$ cat src/rtl/instruction_fetch_if.sv
// Fetch-stage bus: instruction memory address/data, hazard and redirect
// controls in, and the IF/ID pipeline register contents out.
interface instruction_fetch_if;
    logic [31:0] PCAddress;
    logic [31:0] InstrIn;
    logic        Stall;
    logic        Flush;
    logic        BranchTaken;
    logic [31:0] BranchTarget;
    logic        JumpTaken;
    logic [31:0] JumpTarget;
    logic [31:0] IFID_Instruction;
    logic [31:0] IFID_PCPlus4;
    logic        IFID_Valid;
    logic        Halted;
    logic [31:0] FetchCount;

    // The fetch unit drives the master side; the pipeline and memory sit on the slave side.
    modport master (
        output PCAddress, IFID_Instruction, IFID_PCPlus4, IFID_Valid, Halted, FetchCount,
        input  InstrIn, Stall, Flush, BranchTaken, BranchTarget, JumpTaken, JumpTarget
    );
    modport slave (
        input  PCAddress, IFID_Instruction, IFID_PCPlus4, IFID_Valid, Halted, FetchCount,
        output InstrIn, Stall, Flush, BranchTaken, BranchTarget, JumpTaken, JumpTarget
    );
endinterface

$ cat src/rtl/instruction_fetch.sv
// Instruction fetch stage: PC register, IF/ID pipeline register and a
// BOOT/RUN/HALT control FSM with branch/jump redirect, stall and flush.
module instruction_fetch #(
    parameter logic [31:0] RESET_PC  = 32'h0000_0000,
    parameter logic [31:0] NOP_WORD  = 32'h0000_0000,
    parameter logic [31:0] HALT_WORD = 32'hFFFF_FFFF
) (
    input  logic                Clk,
    input  logic                Reset,
    instruction_fetch_if.master bus
);
    typedef enum logic [1:0] {BOOT, RUN, HALT} state_t;

    state_t      state_q, state_d;
    logic [31:0] pc_q, pc_d;
    logic [31:0] instr_q, instr_d;
    logic [31:0] pcp4_q, pcp4_d;
    logic        valid_q, valid_d;
    logic [31:0] count_q, count_d;

    logic [31:0] pc_plus4;
    logic [31:0] redirect_pc;
    logic        redirect;
    logic        bubble;

    assign pc_plus4    = pc_q + 32'd4;
    assign redirect    = bus.BranchTaken | bus.JumpTaken;
    assign redirect_pc = bus.BranchTaken ? {bus.BranchTarget[31:2], 2'b00}
                                         : {bus.JumpTarget[31:2], 2'b00};

    // NOTE: every variable gets its hold value first so no path leaves one unassigned (no latches).
    always_comb begin
        state_d = state_q;
        pc_d    = pc_q;
        instr_d = instr_q;
        pcp4_d  = pcp4_q;
        valid_d = valid_q;
        count_d = count_q;
        bubble  = 1'b0;
        unique case (state_q)
            BOOT: begin
                pc_d    = RESET_PC;
                bubble  = 1'b1;
                state_d = RUN;
            end
            RUN: begin
                if (redirect) begin
                    pc_d   = redirect_pc;
                    bubble = 1'b1;
                end else if (bus.Stall) begin
                    bubble = bus.Flush;
                end else if (bus.Flush) begin
                    pc_d   = pc_plus4;
                    bubble = 1'b1;
                end else begin
                    instr_d = bus.InstrIn;
                    pcp4_d  = pc_plus4;
                    valid_d = 1'b1;
                    if (count_q != 32'hFFFF_FFFF) count_d = count_q + 32'd1;
                    // A halt word is kept in IF/ID but the PC stays on it.
                    if (bus.InstrIn == HALT_WORD) state_d = HALT;
                    else                          pc_d    = pc_plus4;
                end
            end
            HALT: begin
                bubble = 1'b1;
                if (redirect) begin
                    pc_d    = redirect_pc;
                    state_d = RUN;
                end
            end
            default: state_d = BOOT;
        endcase
        // Bubble contents match the reset image of IF/ID.
        if (bubble) begin
            instr_d = NOP_WORD;
            pcp4_d  = 32'h0;
            valid_d = 1'b0;
        end
    end

    // NOTE: sequential state uses non-blocking assignments so all registers update together.
    always_ff @(posedge Clk or negedge Reset) begin
        if (!Reset) begin
            state_q <= BOOT;
            pc_q    <= RESET_PC;
            instr_q <= NOP_WORD;
            pcp4_q  <= 32'h0;
            valid_q <= 1'b0;
            count_q <= 32'h0;
        end else begin
            state_q <= state_d;
            pc_q    <= pc_d;
            instr_q <= instr_d;
            pcp4_q  <= pcp4_d;
            valid_q <= valid_d;
            count_q <= count_d;
        end
    end

    assign bus.PCAddress        = pc_q;
    assign bus.IFID_Instruction = instr_q;
    assign bus.IFID_PCPlus4     = pcp4_q;
    assign bus.IFID_Valid       = valid_q;
    assign bus.Halted           = (state_q == HALT);
    assign bus.FetchCount       = count_q;
endmodule

$ cat src/flat_wrapper.sv
// flat-port wrapper written by rule: the top's interface ports become plain ports
module instruction_fetch_flat 
#(
    parameter logic [31:0] RESET_PC  = 32'h0000_0000,
    parameter logic [31:0] NOP_WORD  = 32'h0000_0000,
    parameter logic [31:0] HALT_WORD = 32'hFFFF_FFFF
)
  (Clk, Reset, bus_PCAddress, bus_IFID_Instruction, bus_IFID_PCPlus4, bus_IFID_Valid, bus_Halted, bus_FetchCount, bus_InstrIn, bus_Stall, bus_Flush, bus_BranchTaken, bus_BranchTarget, bus_JumpTaken, bus_JumpTarget);
  instruction_fetch_if bus_i ();
  input  logic Clk;
  input  logic Reset;
  output wire logic [$bits(bus_i.PCAddress)-1:0] bus_PCAddress;
  output wire logic [$bits(bus_i.IFID_Instruction)-1:0] bus_IFID_Instruction;
  output wire logic [$bits(bus_i.IFID_PCPlus4)-1:0] bus_IFID_PCPlus4;
  output wire logic [$bits(bus_i.IFID_Valid)-1:0] bus_IFID_Valid;
  output wire logic [$bits(bus_i.Halted)-1:0] bus_Halted;
  output wire logic [$bits(bus_i.FetchCount)-1:0] bus_FetchCount;
  input wire logic [$bits(bus_i.InstrIn)-1:0] bus_InstrIn;
  input wire logic [$bits(bus_i.Stall)-1:0] bus_Stall;
  input wire logic [$bits(bus_i.Flush)-1:0] bus_Flush;
  input wire logic [$bits(bus_i.BranchTaken)-1:0] bus_BranchTaken;
  input wire logic [$bits(bus_i.BranchTarget)-1:0] bus_BranchTarget;
  input wire logic [$bits(bus_i.JumpTaken)-1:0] bus_JumpTaken;
  input wire logic [$bits(bus_i.JumpTarget)-1:0] bus_JumpTarget;
  assign bus_PCAddress = bus_i.PCAddress;
  assign bus_IFID_Instruction = bus_i.IFID_Instruction;
  assign bus_IFID_PCPlus4 = bus_i.IFID_PCPlus4;
  assign bus_IFID_Valid = bus_i.IFID_Valid;
  assign bus_Halted = bus_i.Halted;
  assign bus_FetchCount = bus_i.FetchCount;
  assign bus_i.InstrIn = bus_InstrIn;
  assign bus_i.Stall = bus_Stall;
  assign bus_i.Flush = bus_Flush;
  assign bus_i.BranchTaken = bus_BranchTaken;
  assign bus_i.BranchTarget = bus_BranchTarget;
  assign bus_i.JumpTaken = bus_JumpTaken;
  assign bus_i.JumpTarget = bus_JumpTarget;
  instruction_fetch #(.RESET_PC(RESET_PC), .NOP_WORD(NOP_WORD), .HALT_WORD(HALT_WORD)) u_core (.Clk(Clk), .Reset(Reset), .bus(bus_i));
endmodule
$ cat config.mk
export PLATFORM = sky130hd
export DESIGN_NAME = instruction_fetch_flat
export DESIGN_NICKNAME = d
export VERILOG_FILES = /design/src/rtl/instruction_fetch_if.sv /design/src/rtl/instruction_fetch.sv /design/src/flat_wrapper.sv
export SDC_FILE = /design/constraint.sdc
export NUM_CORES = 1
export LEC_CHECK = 0
export BUFFER_PORTS_ARGS = -buffer_cell sky130_fd_sc_hd__buf_2
export CAP_MARGIN = 25
export CELL_PAD_IN_SITES_DETAIL_PLACEMENT = 0
export CELL_PAD_IN_SITES_GLOBAL_PLACEMENT = 1
export CORE_ASPECT_RATIO = 0.7
export CORE_MARGIN = 2
export CORE_UTILIZATION = 40
export DETAILED_ROUTE_END_ITERATION = 12
export GPL_TIMING_DRIVEN = 0
export PLACE_DENSITY_LB_ADDON = 0.25
export SYNTH_ARGS = -nofsm -noshare
export SYNTH_HDL_FRONTEND = slang
export SYNTH_SLANG_ARGS = --single-unit
$ cat constraint.sdc
create_clock -name Clk -period 7.6 [get_ports Clk]
set_clock_uncertainty 0.1 [all_clocks]
set_input_delay 0.38 -clock Clk [delete_from_list [all_inputs] [get_ports Clk]]
set_output_delay 0.38 -clock Clk [all_outputs]
set_load 0.01 [all_outputs]
# Word-level counts from Yosys, hierarchy flattened

Index checks and enable logic that the tools add are counted.

Input bits: 102
Output and inout port bits: 130
Word-level logic and storage cells: 66
Register bits after elaboration: 131

Reduce and logical (&&, ||, !) cells: 8
Mux-type cells: 32
Eq/ne operators: 14
Bitwise operators: 4
$add $sub $neg: 2

Operators with widths:

| operator              | number |
|---|---|
| $mux 32               | 16 |
| $pmux 32 s3           | 1 |
| $add 32x1->32 const B | 1 |
| $add 32x3->32 const B | 1 |
| $eq 32x32->1 const B  | 1 |
| $ne 32x32->1 const B  | 1 |
| $mux 2                | 5 |
| $reduce_and 5->1      | 2 |
| $mux 1                | 8 |
| $ne 2x1->1 const B    | 4 |
| $ne 2x2->1 const B    | 4 |
| $reduce_and 4->1      | 2 |
| $pmux 2 s3            | 1 |
| $ne 4x3->1 const B    | 1 |
| $ne 3x2->1 const B    | 1 |
| $not 1->1             | 3 |
| $reduce_bool 3->1     | 1 |
| $eq 2x1->1 const B    | 1 |
| $eq 2x2->1 const B    | 1 |
| $logic_not 2->1       | 1 |
| $pmux 1 s2            | 1 |
| $reduce_bool 2->1     | 1 |
| $reduce_or 2->1       | 1 |
| $or 1x1->1            | 1 |

# Longest topological paths before layout

Gate-level depths: netlist of run 1.

Depth after elaboration: 6
Gate-level depth with buffers: 9
Gate-level depth less buffers: 8

# Least setup slack after synthesis of run 1

Ideal clock, no wire load.

Path type: reg2reg
Start point: register u_core.state_q[1]
End point: register u_core.count_q[27], in the netlist u_core.bus.FetchCount[27]
Slack: 5.171 ns
Data arrival time: 2.204 ns
Stages on the path, launching flop included: 9
Data required time: 7.375 ns
Period minus slack after synthesis: 2.429 ns
Setup time: 0.125 ns
Path buffers: 0
Path through: dfrtp_1 > inv_1 > ha_1 > or3b_4 > nor3_4 > or3b_1 > nor4_2 > nand4_1 > xnor2_1

Word-level cells in the longest chain between the ends: 2

RTL lines:

| element                    | RTL line                | RTL |
|---|---|---|
| from (decl)                | instruction_fetch.sv:14 | `state_t state_q, state_d;` |
| from (signal assigned)     | instruction_fetch.sv:92 | `state_q <= state_d;` |
| $eq 2x1->1                 | instruction_fetch.sv:40 | `unique case (state_q)` |
| $reduce_and 5->1 (no line) | n/a                     |  |
| to (signal assigned)       | instruction_fetch.sv:97 | `count_q <= count_d;` |
| to (decl)                  | instruction_fetch.sv:19 | `logic [31:0] count_q, count_d;` |

No other way between the ends.
A chain may end at the register's enable or synchronous reset.

# Final worst setup path of run 1

Start point: register u_core.state_q[1]
End point: register u_core.pc_q[23], in the netlist u_core.bus.PCAddress[23]

Word-level cells in the longest chain between the ends: 3
Elaborated cells between the ends (all ways): 9
Classes of those cells: 5 x eq/ne; 1 x mux; 3 x reduce/logical

RTL lines:

| element                                            | RTL line                | RTL |
|---|---|---|
| $eq 2x1->1, or another cell as far along           | instruction_fetch.sv:40 |  |
| $ne 4x3->1 (no line), or another cell as far along | n/a                     |  |
| $reduce_and 4->1 (no line)                         | n/a                     |  |
| to (signal assigned)                               | instruction_fetch.sv:93 | `pc_q <= pc_d;` |
| to (decl)                                          | instruction_fetch.sv:15 | `logic [31:0] pc_q, pc_d;` |

Several ways; a longest one is shown, not always the timed one.

==> metrics.md, run 1 <==
| Metric | Value |
|---|---|
| Outcome | `finished, final reports clean` |
| Initial Util | `41.47%` |
| CP arrival | `3.34 ns` |
| Max FO, Critical Path | `10` |
| Setup_tns | `0 ns` |
| Slowest Stage Delay on Critical Path | `0.58 ns` |
| Final setup viols | `0` |
| Top FF cell, synth | `dfrtp_1` |
| Ys async rst share | `100.0%` |
| TritonCTS clock tree | `built` |
| Met2 Use GR | `34.19%` |
| Distinct cells, synth | `50` |
| Final period util | `40.83%` |
| Critical path type | `reg -> reg` |
| Syn-to-layout area delta | `31.85%` |
| Cells along the critical path | `inv_1 -> ha_1 -> or3b_4 -> clkbuf_1 -> o31ai_2 -> clkbuf_1 -> o21ai_0 -> o21ai_0` |
| CP required | `7.83 ns` |
| Die Width | `156.4 um` |
| Avg Cell Area, Syn | `10.06 um^2` |
| Post-layout minimum cycle time | `3.103 ns` |
| Initial antenna violation count | `0` |
| CP max stage cell | `o31ai_2` |
| Worst-skew pair later-pin latency | `0.42 ns` |
| Gr busiest metal | `met1` |
| Vias in the first global route | `6,054` |
| # rows | `38` |
| Post-synth EDFFs | `0` |
| Clock-pin slew on the worst setup and hold paths | `0.06 ns` |
| First DRT Iteration DRCs | `360` |
| CTS root buffer | `clkbuf_16` |
| Worst path bufs/invs | `3` |
| Final cell area excluding filler cells | `8578 um^2` |
| VDD IR max | `117.1 uV` |
| First-pass GRT wire length | `32,280 um` |
| I/O Buffers | `224` |
| Crit. Startpoint | `u_core.state_q[1]$_DFFE_PN0P_` |
| Crit path capture type | `register` |
| Largest net degree at the start of global routing | `69` |
| Global placer's final weighted congestion | `0.9133` |
| Worst hold-check path type | `in -> reg` |
| First-pass DRT Iterations | `5` |
| Synthesized instance count | `647` |
| FF-to-FF Start | `u_core.state_q[1]$_DFFE_PN0P_` |
| Post-synthesis sequential area ratio | `49.23%` |
| Yosys reg bits | `128` |
| Total power | `1.916 mW` |
| Share of cells above drive strength 1 | `30.84%` |
| Vias per inst | `5.533` |
| Yosys warnings | `0` |
| Tightest Pin Transition | `0.9727 ns` |
| Fin util | `54.67%` |
| Max-cap viol count | `0` |
| # diodes | `0` |
| TritonCTS Sinks | `128` |
| Hold Slack | `0.08763 ns` |
| Synth area leader | `dfrtp_1` |
| Met3 usage | `6.450%` |
| RSZ-0062 raised after global routing | `false` |
| Met1 Use GR | `34.93%` |
| Core Footprint | `15,690 um^2` |
| Yosys top cell area share | `49.23%` |
| Max-slew headroom | `35.15%` |
| Final-stage net count | `1,004` |
| Placed wire-length estimate | `15,310 um` |
| Syn Std Cell Area | `6506 um^2` |
| Post-CTS Resized | `0` |
| Total track usage | `23.95%` |
| # DRC | `0` |
| I/O pins | `232` |
| DIE AREA | `17,320 um^2` |
| Vias | `6,131` |
| Leading post-synthesis cells by cell area | `dfrtp_1 49%, a22o_1 6.1%, xnor2_1 5.4%, mux2i_1 4.6%, o21ai_0 4.1%` |
| WL final | `20,330 um` |
| Final Hold Fails | `0` |
| Leakage | `4.280 nW` |
| Pins Over Slew Limit | `0` |
| Antenna violation net count after detailed routing | `0` |
| CTS H-Tree Depth | `4` |
| Kind of start point of the critical path | `register` |
| Reg2Reg Setup Slack | `4.50 ns` |
| Worst path top cell family by delay | `buffers and inverters` |
| Wire length per cell | `18.35 um` |
| Total CTS buffers | `17` |
| Longest Clk Path Bufs | `2` |
| DIE HEIGHT | `110.7 um` |
| GRT Residual Overflow | `0` |
| HP Start | `bus_InstrIn[4]` |
| Post-DP Area | `7915 um^2` |
| Pwr/cell area | `223.4 nW/um^2` |
| Fmax | `0.3222 GHz` |
[worst paths after layout]
path                                                                   end  cells after the start
max in group asynchronous       u_core.bus.IFID_Instruction[6]$_DFFE_PN0P_                      3
worst min-delay path            u_core.bus.IFID_Instruction[4]$_DFFE_PN0P_                      2
worst min register to register     u_core.bus.IFID_PCPlus4[12]$_DFFE_PN0P_                      2
worst max-delay path                  u_core.bus.PCAddress[23]$_DFFE_PN0P_                      8
min in group asynchronous             u_core.bus.FetchCount[6]$_DFFE_PN0P_                      2
worst max register to register        u_core.bus.PCAddress[23]$_DFFE_PN0P_                      8
[metal layers]
| layer | wire length, um | vias up | share of wire, % |
|---|---|---|---|
| met1 | 9408 | 2978 | 46 |
| met5 | 0 | - | 0 |
| met4 | 303 | 0 | 1.5 |
| met2 | 8782 | 274 | 43 |
| met3 | 1837 | 25 | 9.0 |
| li1 | - | 2854 | - |
[worst reg2reg max path, cell delays in order (launching register included)]
cell and delay, ns:
dfrtp_1 0.42, inv_1 0.10, ha_1 0.25, or3b_4 0.43, clkbuf_1 0.31, o31ai_2 0.58
clkbuf_1 0.50, o21ai_0 0.21, o21ai_0 0.11
[cells by family after synthesis]
group           after synthesis  share of synthesized area (%)
other cells                   1                        0.05764
flops                       128                          49.23
buf+inv                      47                          2.961
mux                          32                          4.962
simple gates                225                          17.88
fa+ha+maj                     7                          1.346
xor+xnor                     58                          7.808
compound gates              149                          15.75
[power by group]
part | leakage (nW) | total (mW) | switching, mW | internal, mW
sequential | 1.70 | 0.777 | 0.0542 | 0.723
combinational | 2.27 | 0.258 | 0.147 | 0.111
clock | 0.302 | 0.881 | 0.327 | 0.554
total | 4.28 | 1.92 | 0.529 | 1.39
[state kept, by name, summed over array words and instances, names as in the netlist]
name,count
u_core.state_q,2
u_core.bus.IFID_PCPlus4,31
u_core.bus.IFID_Valid,1
u_core.bus.IFID_Instruction,32
u_core.bus.PCAddress,30
u_core.bus.FetchCount,32
[cell usage in the layout, fill, tap and decap left out, drive strengths merged, types with 3 or more instances in the layout]
| master | n |
|---|---|
| clkbuf | 46 |
| or2 | 3 |
| nand4 | 24 |
| nand3 | 21 |
| o21ai | 53 |
| o22ai | 6 |
| and4 | 5 |
| buf | 236 |
| bufinv | 4 |
| and3 | 14 |
| nor2 | 50 |
| xor2 | 18 |
| dfrtp | 128 |
| clkinv | 4 |
| ha | 7 |
| and2 | 8 |
| nand2b | 3 |
| or4 | 3 |
| a211oi | 5 |
| o2bb2ai | 8 |
| clkinvlp | 3 |
| a21oi | 15 |
| o211ai | 3 |
| or3b | 3 |
| nor3 | 15 |
| nand2 | 57 |
| nor4 | 12 |
| mux2i | 30 |
| nor4b | 3 |
| inv | 13 |
| a22o | 45 |
| o32a | 3 |
| xnor2 | 40 |
| o32ai | 3 |
[cell type report]
type                       instances  area (um^2)
tap                              200        250.2
timing repair buffer             228         1185
sequential                       128         3203
multi-input combinational        473         3114
clock buffer                      17        425.4
inverter                           9        33.78
fill                            1413         7112
buffer                            38        158.9
clock inverter                    15        207.7
[what timing repair did]
action	in CTS	in global routing
hold buffers	1	0
buffers inserted	0	0
hold endpoints to repair	60	0
[cell usage after synthesis, types with 3 or more instances]
library cell,n
a211oi_1,5
a21oi_1,15
a22o_1,45
and2_1,8
and3_1,14
and4_1,5
buf_2,4
buf_4,3
clkbuf_1,29
dfrtp_1,128
ha_1,7
inv_1,9
mux2i_1,30
nand2_1,57
nand2b_1,3
nand3_1,21
nand4_1,24
nor2_1,50
nor3_1,14
nor4_1,9
nor4_2,3
nor4b_1,3
o211ai_1,3
o21ai_0,53
o22ai_1,6
o2bb2ai_1,8
o32a_1,3
o32ai_1,3
or2_2,3
xnor2_1,40
xor2_1,18
[stage by stage]
step / instances / setup WS (ns)
6_report: 1108 / 4.497
3_3_place_gp: 1072 / 4.335
3_5_place_dp: 1073 / 4.591
5_1_grt: 1108 / 4.301
2_1_floorplan: 648 / 5.171
4_1_cts: 1106 / 4.520
Note: power is estimated with default switching activity, not from simulation.
==> run 2, diff against run 1 <==
Settings changed: CORE_UTILIZATION 40 to 34.
Clock period 7.6 ns to 2.55 ns, I/O delays scaled along.
==> run 2 against run 1 <==
  * First-iteration DRC count increased by 3.9%
  * Register-to-register slack got worse by 4.4 ns
  * Setup slack got worse by 4.4 ns
  * Clock power rose to 3.1 times the previous value
  * Sequential cell count stayed put
  * Die area up 17%
  * Worst hold slack got worse by 0.069 ns
  * Largest cell class is now multi-input combinational cells
==> metrics.md, run 2 (synthesized netlist as in run 1, its figures left out) <==
| Metric | Value |
|---|---|
| Outcome | `finished, final reports clean (unchanged)` |
| Critical path type | `reg -> reg (unchanged)` |
| Crit path to | `u_core.bus.FetchCount[27]$_DFFE_PN0P_ (was u_core.bus.PCAddress[23]$_DFFE_PN0P_)` |
| Worst hold-check path type | `in -> reg (unchanged)` |
| Global placer's final weighted congestion | `0.8194 (was 0.9133)` |
| Area occupied by multi-input gates | `3242 um^2 (was 3114 um^2)` |
| # diodes | `0 (unchanged)` |
| R2r worst-path depth | `8 (unchanged)` |
| Core Footprint | `18,810 um^2 (was 15,690 um^2)` |
| Worst-skew pair later-pin latency | `0.43 ns (was 0.42 ns)` |
| Inst Count DP | `1,117 (was 1,073)` |
| Part of the power in combinational logic | `14.0% (was 13.5%)` |
| WL final | `21,840 um (was 20,330 um)` |
| Final Non-Filler Cells | `1,193 (was 1,108)` |
| Pre-CTS WS | `-0.4787 ns (was 4.591 ns)` |
| Setup_tns | `0 ns (unchanged)` |
| First DRT Iteration DRCs | `374 (was 360)` |
| Max-slew headroom | `38.54% (was 35.15%)` |
| First-pass GRT wire length | `33,960 um (was 32,280 um)` |
| # DRC | `0 (unchanged)` |
| Slowest Stage Delay on Critical Path | `0.43 ns (was 0.58 ns)` |
| CTS root buffer | `clkbuf_16 (unchanged)` |
| P_sw | `1.590 mW (was 0.5289 mW)` |
| I/O Buffers | `224 (unchanged)` |
| Total CTS buffers | `17 (unchanged)` |
| Max-cap viol count | `0 (unchanged)` |
| Final-stage net count | `1,048 (was 1,004)` |
| TritonCTS Sinks | `128 (unchanged)` |
| Wire length per cell | `18.30 um (was 18.35 um)` |
| Final cell area excluding filler cells | `9269 um^2 (was 8578 um^2)` |
| RSZ-0062 raised after global routing | `true (was false)` |
| Total power | `5.911 mW (was 1.916 mW)` |
| Cell mode on critical path | `or3b_4` |
| Hold path depth | `5 (was 2)` |
| Clock power share | `46.6% (was 46.0%)` |
| Post-DP Area | `7990 um^2 (was 7915 um^2)` |
| Total track usage | `21.92% (was 23.95%)` |
| VDD IR max | `385.7 uV (was 117.1 uV)` |
| Largest net degree at the start of global routing | `77 (was 69)` |
| CTS H-Tree Depth | `4 (unchanged)` |
| Final period util | `98.01% (was 40.83%)` |
| CP required | `2.76 ns (was 7.83 ns)` |
| # rows | `42 (was 38)` |
| Initial antenna violation count | `0 (unchanged)` |
| Fill cells | `1,788 (was 1,413)` |
| CP max stage cell | `or3b_4 (was o31ai_2)` |
| Post-layout minimum cycle time | `2.499 ns (was 3.103 ns)` |
| Kind of start point of the critical path | `register (unchanged)` |
| Crit path capture type | `register (unchanged)` |
| Final Hold Fails | `0 (unchanged)` |
| Share of cells above drive strength 1 | `34.49% (was 30.84%)` |
| DIE HEIGHT | `119.7 um (was 110.7 um)` |
| Cells along the critical path | `inv_2 -> ha_4 -> or3b_4 -> nor3_4 -> or3b_4 -> nor4_4 -> nand4_1 -> xnor2_1 (was inv_1 -> ha_1 -> or3b_4 -> clkbuf_1 -> o31ai_2 -> clkbuf_1 -> o21ai_0 -> o21ai_0)` |
| Pins Over Slew Limit | `0 (unchanged)` |
| Tightest Pin Transition | `0.9219 ns (was 0.9727 ns)` |
| Antenna violation net count after detailed routing | `0 (unchanged)` |
| Fmax | `0.4001 GHz (was 0.3222 GHz)` |
| Longest Clk Path Bufs | `2 (unchanged)` |
| First-pass DRT Iterations | `4 (was 5)` |
| Setup ws final | `0.05070 ns (was 4.497 ns)` |
| Clock-pin slew on the worst setup and hold paths | `0.06 ns (about the same)` |
| GRT Residual Overflow | `0 (unchanged)` |
| Reg2reg end | `u_core.bus.FetchCount[27]$_DFFE_PN0P_ (was u_core.bus.PCAddress[23]$_DFFE_PN0P_)` |
| FF/Latch Area | `3206 um^2 (was 3203 um^2)` |
| Switching Fraction | `26.89% (was 27.60%)` |
| Max FO, Critical Path | `5 (was 10)` |
| Commonest non-fill, non-tap cell in the layout | `buf_2 (unchanged)` |
| Final setup viols | `0 (unchanged)` |
| Die Width | `169.3 um (was 156.4 um)` |
| Commonest non-fill, non-tap cells in the layout | `228 x buf_2, 126 x dfrtp_1, 55 x nand2_1 (was 228 x buf_2, 128 x dfrtp_1, 57 x nand2_1)` |
| Seq pwr share | `39.4% (was 40.6%)` |
| Vias | `6,155 (was 6,131)` |
| Vias in the first global route | `5,943 (was 6,054)` |
| Reg2Reg Setup Slack | `0.05 ns (was 4.50 ns)` |
| Vias per inst | `5.159 (was 5.533)` |
| Syn-to-layout area delta | `42.46% (was 31.85%)` |
| Power Internal | `4.322 mW (was 1.387 mW)` |
| I/O pins | `232 (unchanged)` |
| Pwr/cell area | `637.8 nW/um^2 (was 223.4 nW/um^2)` |
| CP arrival | `2.70 ns (was 3.34 ns)` |
| Placed wire-length estimate | `15,580 um (was 15,310 um)` |
| Initial Util | `34.58% (was 41.47%)` |
| Leakage | `4.611 nW (was 4.280 nW)` |
| FF-to-FF Start | `u_core.state_q[1]$_DFFE_PN0P_ (unchanged)` |
| TritonCTS clock tree | `built (unchanged)` |
| Crit. Startpoint | `u_core.state_q[1]$_DFFE_PN0P_ (unchanged)` |
| DIE AREA | `20,280 um^2 (was 17,320 um^2)` |
==> run 2: worst min path at each step <==
stage | from | to | slack, ns
4_1_cts | bus_BranchTarget[21] | u_core.bus.PCAddress[21]$_DFFE_PN0P_ | 0.005
6_report | bus_JumpTarget[17] | u_core.bus.PCAddress[17]$_DFFE_PN0P_ | 0.02
3_3_place_gp | bus_InstrIn[21] | u_core.bus.IFID_Instruction[21]$_DFFE_PN0P_ | 0.26
3_5_place_dp | Reset | u_core.bus.IFID_PCPlus4[15]$_DFFE_PN0P_ | 0.02
2_1_floorplan | Reset | u_core.bus.FetchCount[0]$_DFFE_PN0P_ | -0.27
5_1_grt | bus_BranchTarget[21] | u_core.bus.PCAddress[21]$_DFFE_PN0P_ | 0.04
==> run 2: through the flow <==
step / util [%] / hold WS (ns)
5_1_grt: 49.27 / 0.04450
2_1_floorplan: - / -0.2681
6_report: 49.27 / 0.01862
4_1_cts: 48.40 / 0.005033
3_5_place_dp: 42.47 / 0.02325
3_3_place_gp: 42.17 / 0.2617
==> run 2: layout make-up <==
type	instances	share of cell area (%)
multi-input combinational	473	34.98
clock inverter	12	2.254
inverter	9	0.3645
timing repair buffer	276	17.67
buffer	34	1.998
clock buffer	19	4.887
sequential	128	34.58
tap	242	3.267
==> run 2: power by group through the flow <==
stage	Combinational, mW	Clock, mW	Sequential, mW
2_1_floorplan	0.329	0	2.38
3_3_place_gp	0.766	0	2.35
3_5_place_dp	0.781	0	2.35
4_1_cts	0.829	2.81	2.31
5_1_grt	0.911	2.90	2.35
6_report	0.830	2.75	2.33
==> run 2: critical path: cells and delay by family, from the launching register on <==
| kind | cells | cell delay [ns] |
|---|---|---|
| xor gates and xnor gates | 1 | 0.14 |
| adders and majority gates | 1 | 0.15 |
| buffers and inverters | 1 | 0.09 |
| DFF | 1 | 0.41 |
| and+or+nand+nor | 5 | 1.49 |
==> run 2: per-layer routing <==
layer,GRT usage (%),vias up,wire length (um)
met5,0,-,0
met4,5.128,0,195
met3,5.937,15,1320
met2,30.51,190,9223
met1,33.50,3017,11100
li1,-,2933,-
==> run 2: what timing repair did <==
action,CTS,global route
hold buffers,34,0
endpoints found under the setup margin,86,79
pin swaps,1,9
gates resized for setup,25,39
setup buffers,3,12
endpoints found under the hold margin,85,0
